[config.mk]
export PLATFORM = sky130hd
export DESIGN_NAME = operand_collector
export DESIGN_NICKNAME = d
export VERILOG_FILES = /design/src/rtl/operand_collector.sv
export SDC_FILE = /design/constraint.sdc
export NUM_CORES = 1
export LEC_CHECK = 0
export ABC_CLOCK_PERIOD_IN_PS = 2100
export CORE_MARGIN = 10
export CORE_UTILIZATION = 30
export CTS_BUF_LIST = sky130_fd_sc_hd__clkbuf_8
export DETAILED_ROUTE_END_ITERATION = 10
export HOLD_SLACK_MARGIN = 0.12
export PLACE_DENSITY = 0.64
export SYNTH_ARGS = -nofsm -noshare
export SYNTH_HDL_FRONTEND = slang
export SYNTH_SLANG_ARGS = --single-unit
[constraint.sdc]
create_clock -name clk -period 2.1 [get_ports clk]
set_clock_uncertainty 0.05 [all_clocks]
set_input_delay 0.42 -clock clk [delete_from_list [all_inputs] [get_ports clk]]
set_output_delay 0.42 -clock clk [all_outputs]
set_load 0.1 [all_outputs]
[src/rtl/operand_collector.sv]
// Operand collector: gathers NUM_SRC source words and a WIDE_WORDS-word wide operand from one
// serial read-data stream and presents them as a single registered bundle.
module operand_collector #(
  parameter int unsigned DATA_W     = 32,
  parameter int unsigned NUM_SRC    = 2,
  parameter int unsigned WIDE_WORDS = 2,
  parameter int unsigned MSW_FIRST  = 1,
  parameter int unsigned UINSTR_W   = 16,
  parameter int unsigned OPCODE_W   = 4
) (
  input  logic                           clk,
  input  logic                           arst_ni,
  input  logic                           flush_i,
  input  logic                           rd_data_valid_i,
  output logic                           rd_data_ready_o,
  input  logic [DATA_W-1:0]              rd_data_i,
  input  logic [UINSTR_W-1:0]            uinstr_i,
  output logic [NUM_SRC*DATA_W-1:0]      operand_o,
  output logic [WIDE_WORDS*DATA_W-1:0]   operand_wide_o,
  output logic [OPCODE_W-1:0]            op_code_o,
  output logic [UINSTR_W-1:0]            uinstr_o,
  output logic                           op_valid_o,
  input  logic                           op_ready_i,
  output logic                           busy_o
);

  localparam int unsigned Total = NUM_SRC + WIDE_WORDS;
  localparam int unsigned CntW  = (Total > 1) ? $clog2(Total) : 1;
  localparam logic [CntW-1:0] CntLast = CntW'(Total - 1);

  typedef enum logic {StCollect, StHold} state_e;

  state_e                               state_q, state_d;
  logic [CntW-1:0]                      cnt_q, cnt_d;
  logic [NUM_SRC-1:0][DATA_W-1:0]       src_q, src_d;
  logic [WIDE_WORDS-1:0][DATA_W-1:0]    wide_q, wide_d;
  logic [UINSTR_W-1:0]                  uinstr_q, uinstr_d;
  logic                                 accept;

  always_comb begin
    state_d  = state_q;
    cnt_d    = cnt_q;
    src_d    = src_q;
    wide_d   = wide_q;
    uinstr_d = uinstr_q;
    // A word presented together with flush is dropped.
    accept   = rd_data_valid_i && (state_q == StCollect) && !flush_i;

    unique case (state_q)
      StCollect: begin
        if (flush_i) begin
          cnt_d = '0;
        end else if (accept) begin
          if (cnt_q == CntLast) begin
            state_d = StHold;
            cnt_d   = '0;
          end else begin
            cnt_d = cnt_q + 1'b1;
          end
        end
      end
      StHold: begin
        if (flush_i || op_ready_i) state_d = StCollect;
      end
      default: state_d = StCollect;
    endcase

    if (accept) begin
      if (cnt_q == '0) uinstr_d = uinstr_i;
      for (int unsigned k = 0; k < NUM_SRC; k++) begin
        if (cnt_q == CntW'(k)) src_d[k] = rd_data_i;
      end
      // Slot s receives wide word w, where w depends on the configured arrival order.
      for (int unsigned s = 0; s < WIDE_WORDS; s++) begin
        if (cnt_q == CntW'(NUM_SRC + ((MSW_FIRST != 0) ? (WIDE_WORDS - 1 - s) : s))) begin
          wide_d[s] = rd_data_i;
        end
      end
    end
  end

  always_ff @(posedge clk or negedge arst_ni) begin
    if (!arst_ni) begin
      state_q  <= StCollect;
      cnt_q    <= '0;
      src_q    <= '0;
      wide_q   <= '0;
      uinstr_q <= '0;
    end else begin
      state_q  <= state_d;
      cnt_q    <= cnt_d;
      src_q    <= src_d;
      wide_q   <= wide_d;
      uinstr_q <= uinstr_d;
    end
  end

  assign rd_data_ready_o = (state_q == StCollect);
  assign op_valid_o      = (state_q == StHold);
  assign busy_o          = (state_q == StCollect) && (cnt_q != '0);
  assign operand_o       = src_q;
  assign operand_wide_o  = wide_q;
  assign uinstr_o        = uinstr_q;
  assign op_code_o       = uinstr_q[OPCODE_W-1:0];

endmodule

==> out/metrics.yaml, run 1 <==
global_route:
  grt.overflow.total: 0
  grt_pass1_wl_um: 25500
  grt_pass1_vias: 4168
  antenna_found_initial: 0
  grt_max_degree: 47
  grt_use_total_pct: 12.6
timing:
  relSlewSlack_pct: 70.5
  min_period_ns: 1.95
  setup_viol_count_final: 0
  worst_slew_pin_slew_ns: 0.443
  timing.fmax_mhz: 514
  rsz0062_at_grt: "no"
  fin_crit_sh_pct: 92.6
  finalSetupTns_ns: 0
  slew_viol_final: 0
  hold_viol_final: 0
place:
  detailed_place_hpwl_um: 11600
  placed_cell_area_sq_mm: 0.00785
  dp_cells: 790
  gp_congestion: 0.739
  port_buffers: 203
drt:
  post_drt_wl_per_cell_um: 19.1
  drtIter0Drc: 150
  route.antenna.remaining_nets: 0
  drc: 0
  via_per_inst: 4.36
  num_vias: 3589
  wirelength_um: 15700
  drt_pass1_iterations: 4
clock_tree:
  numClockSinks: 147
  cts_buffers: 17
  root_buffer: "clkbuf_8"
  cts_tree: "done"
  clkSlewWorstSetupHoldPaths_ns: 0.08
  cts_htree_levels: 4
  clock_latency_ns: 0.43
  cts_setup_buffers: 0
  clockBufferDepth: 2
synthesis:
  syn-instance-count: 334
  synth_area_sq_mm: 0.00583
  synth-seq-area-share_pct: 63.1
  synth_top_family_by_area: "multiplexers"
  synth_warnings: 0
  syn-num-nets: 391
  ys_types: 22
  yosys.area_share.simple_pct: 1.59
  yosys.area_share.adder_pct: 0.858
  synthMuxAreaShare_pct: 29.7
  synth_compound_area_share_pct: 0.494
  ys_seq_elements: 147
  yosysTopAreaCellShare_pct: 63.1
  synth_top_area_cell: "dfrtp_1"
  synthTopCellsByArea: "dfrtp_1, mux2_2, mux2_4, buf_6, buf_4"
  synth_xor_area_share_pct: 0
  syn_avg_cell_area_sq_um: 17.5
critical_path:
  crit_slowest_cell: "dfrtp_2"
  critical_path_class: "flip-flop to output port"
  crit_fanout: 5
  arrival_ns: 1.48
  slowest_delay_ns: 0.41
  path_cells: "inv_1 -> ha_1 -> nor2_4 -> buf_12"
  worst-path-buf-inv: 2
  critPathLaunchType: "flip-flop"
  critPathTopFamily: "flip-flops"
  crit_required_ns: 1.63
  cp-end-kind: "output port"
die:
  pin_count: 204
  start_util_pct: 30.9
  die_height_um: 159
  die_area_sq_mm: 0.0254
  core_sq_mm: 0.0189
  die_w_um: 159
  rows: 50
final_layout:
  fin_area_sq_mm: 0.00829
  final_core_util_pct: 43.9
  antenna_cells: 0
  fin_nets: 607
  drive_gt1_share_pct: 61.8
  fin_cells: 823
  syn2layout_area_growth_pct: 42.1
  fill_cells: 1742
run_status:
  status: "finished clean"
job:
  cap_viol_max_count: 0
hold_path:
  hold_class: "primary input to asynchronous set/reset pin"
## area by class of cell
cell class / instances / area [sq um] / share of cell area, %
clock buffers: 20 / 275 / 3.32
clock inverters: 12 / 154 / 1.86
inverters: 3 / 11.3 / 0.136
multi-input cells: 162 / 1920 / 23.2
flip-flops and latches: 147 / 3680 / 44.4
well taps: 260 / 325 / 3.93
repair buffers: 219 / 1920 / 23.1
## per-layer routing
metal	routed length (um)	share of wire [%]	GRT usage (%)	vias to the layer above
li1	-	-	-	1608
met1	6620	42	14.8	1847
met2	7780	49	20.6	128
met3	1220	7.8	5.76	6
met4	100	0.64	2.53	0
met5	0	0	0	-
## state kept, by name, summed over array words and instances, names as in the netlist
| signal | flops |
|---|---|
| cnt_q | 2 |
| operand_o | 64 |
| operand_wide_o | 64 |
| uinstr_o | 16 |
| op_valid_o | 1 |
## metrics by stage
stage | hold slack (ns) | worst slack (ns)
2_1_floorplan | 0.0744 | 0.186
3_3_place_gp | 0.326 | -0.0780
3_5_place_dp | 0.335 | -0.114
4_1_cts | 0.405 | 0.0586
5_1_grt | 0.424 | 0.0205
6_report | 0.423 | 0.155
## path summary, 6_finish.rpt
kind | from | end | slack (ns) | depth (start not counted)
setup / recovery | cnt_q[0] | busy_o | 0.15 | 4
hold / removal | arst_ni | uinstr_o[7] | 0.42 | 2
setup reg to reg | cnt_q[1] | operand_o[26] | 0.25 | 5
hold reg to reg | operand_wide_o[58] | operand_wide_o[58] | 0.46 | 1
max in group asynchronous | arst_ni | operand_wide_o[41] | 0.92 | 3
min in group clk | operand_wide_o[58] | operand_wide_o[58] | 0.46 | 1
## Yosys cell counts, drive strengths merged
master	count
nand3b	1
inv	3
o21bai	1
nor2	1
mux2	144
buf	22
and4bb	3
nand2	1
nand2b	1
a21oi	1
a21o	1
nor4bb	1
dfrtp	147
or4bb	1
nor4b	1
ha	4
o311ai	1
## cells by family after synthesis
group / after synthesis
DFF: 147
AOI/OAI and AO/OA: 4
muxes: 144
and+or+nand+nor: 10
buffers and inverters: 25
adders and majority gates: 4
## worst reg2reg max path, stage by stage (launching register included)
cell	delay [ns]
dfrtp_1	0.42
inv_1	0.11
ha_1	0.23
and4bb_4	0.29
buf_12	0.23
mux2_2	0.42
## placed cells by master (no fill, tap or decap), drive strengths merged, types with 2 or more instances in the layout
master and instances:
buf 167, dfrtp 147, mux2 144, clkdlybuf4s50 51, clkbuf 20, inv 6
ha 4, clkinv 4, bufinv 3, and4bb 3, clkinvlp 2
## repair_timing
item,4_1_cts,5_1_grt
gates resized for setup,0,1
endpoints found under the hold margin,43,0
hold buffers,1,0
setup endpoints to repair,0,1
Power of run 1 is left out: the tool's default activity adds up to more than one toggle a clock period on the data nets, which glitch-free logic cannot reach.
==> run 2: changes to the inputs <==
CAP_MARGIN = 20   (was unset)
==> results of run 2 <==
The final DEF is identical to that of run 1; final timing and power are the same.
Power of run 2 is left out for the same reason.
==> run 3: changes to the inputs <==
REMOVE_ABC_BUFFERS = 1   (was unset)
==> run 3 against run 2 <==
Against the previous run:
- flip-flop and latch count unchanged
- fmax down 3.0%
- non-clock buffer count down 5
- core utilization down 0.46 points
==> out/metrics.yaml, run 3 (synthesis results as in run 1) <==
global_route:
  grt_max_degree: 67  # +43%
  grt.overflow.total: 0  # unchanged
  grt_pass1_vias: 4085  # -2.0%
  grt_pass1_wl_um: 24100  # -5.6%
  grt_use_total_pct: 12.0  # -0.57 points
  antenna_found_initial: 0  # unchanged
clock_tree:
  clock_latency_ns: 0.43  # about the same
  clkSlewWorstSetupHoldPaths_ns: 0.08  # about the same
  root_buffer: "clkbuf_8"
  cts_htree_levels: 4  # unchanged
  numClockSinks: 147  # unchanged
  cts_tree: "done"
  cts_buffers: 17  # unchanged
  clockBufferDepth: 2  # unchanged
final_layout:
  syn2layout_area_growth_pct: 40.6
  drive_gt1_share_pct: 61.3  # -0.52 points
  fill_cells: 1771  # +1.7%
  multiInputGateArea_sq_mm: 0.00192  # -0.26%
  seqCellArea_sq_mm: 0.00368  # about the same
  fin_nets: 602  # -0.82%
  fin_cells: 818  # -0.61%
  antenna_cells: 0  # unchanged
  final_cell_mix: "buf_4, dfrtp_1, mux2_2"
  final_common_cell: "buf_4"
drt:
  post_drt_wl_per_cell_um: 18.6  # -2.8%
  via_per_inst: 4.41  # +1.2%
  route.antenna.remaining_nets: 0  # unchanged
  num_vias: 3611  # +0.61%
  wirelength_um: 15200  # -3.4%
  drc: 0  # unchanged
  drt_pass1_iterations: 4  # unchanged
  drtIter0Drc: 86  # -43%
die:
  pin_count: 204  # unchanged
  die_area_sq_mm: 0.0254  # unchanged
  start_util_pct: 30.9  # unchanged
  die_w_um: 159  # unchanged
  rows: 50  # unchanged
  core_sq_mm: 0.0189  # unchanged
  die_height_um: 159  # unchanged
critical_path:
  cp.depth: 4  # unchanged
  slowest_delay_ns: 0.42  # about the same
  worst-path-buf-inv: 2  # unchanged
  cp-end-kind: "output port"
  critPathTopFamily: "flip-flops"
  path_cells: "inv_1 -> ha_1 -> nor2_2 -> buf_12"
  crit_slowest_cell: "dfrtp_1"
  critical_path_class: "flip-flop to output port"
  critPathLaunchType: "flip-flop"
  arrival_ns: 1.53  # +0.05 ns
  crit_fanout: 4  # -1
  r2r.worst_path.cells: 5  # unchanged
  crit_required_ns: 1.63  # about the same
timing:
  hold_viol_final: 0  # unchanged
  fin_crit_sh_pct: 95.4  # +2.8 points
  setup_ws_ns: 0.0957  # -0.0593 ns
  rsz0062_at_grt: "no"
  setup_viol_count_final: 0  # unchanged
  relSlewSlack_pct: 68.4  # -2.1 points
  slew_viol_final: 0  # unchanged
  min_period_ns: 2.00  # +0.0593 ns
  timing.fmax_mhz: 499  # -3.0%
  finalSetupTns_ns: 0  # unchanged
  worst_slew_pin_slew_ns: 0.474  # +0.0311 ns
hold_path:
  hold_class: "primary input to asynchronous set/reset pin"
run_status:
  status: "finished clean"
place:
  gp_congestion: 0.702  # -4.9%
  dpl_worst_slack_ns: -0.197  # -0.0826 ns
  port_buffers: 203  # unchanged
  dp_cells: 784  # -0.76%
  detailed_place_hpwl_um: 11200  # -3.8%
job:
  cap_viol_max_count: 0  # unchanged
-- run 3: layout make-up --
| cell class | count | share of cell area [%] |
|---|---|---|
| clock buffers | 18 | 3.02 |
| clock inverters | 14 | 1.56 |
| inverters | 3 | 0.137 |
| multi-input cells | 162 | 23.4 |
| flip-flops and latches | 147 | 44.9 |
| well taps | 260 | 3.97 |
| repair buffers | 214 | 23.1 |
-- run 3: path summary, 6_finish.rpt --
kind | start | end | slack, ns
worst max-delay path | cnt_q[1] | busy_o | 0.1
worst min-delay path | arst_ni | op_valid_o | 0.36
worst max register to register | cnt_q[1] | operand_o[10] | 0.25
worst min register to register | operand_o[23] | operand_o[23] | 0.46
max in group asynchronous | arst_ni | operand_o[56] | 1.01
min in group clk | operand_o[23] | operand_o[23] | 0.46
-- run 3: per-layer routing --
metal,track usage (%),share of wire [%]
met1,14.2,43
met2,19.1,48
met3,5.53,8.0
met4,3.62,1.2
met5,0,0
-- run 3: repair_timing --
| item | 4_1_cts | 5_1_grt |
|---|---|---|
| buffers inserted | 0 | 1 |
| endpoints found under the hold margin | 142 | 0 |
| gates resized for setup | 1 | 0 |
| hold buffers | 1 | 0 |
| setup endpoints to repair | 1 | 1 |
-- run 3: stage by stage --
stage	hold WS [ns]	utilization [%]	cell area, sq um
6_report	0.358	43.4	8200
5_1_grt	0.341	43.4	8200
4_1_cts	0.318	43.4	8190
3_5_place_dp	0.244	41.3	7800
3_3_place_gp	0.240	41.3	7800
2_1_floorplan	0.0744	-	5590
Power of run 3 is left out for the same reason.
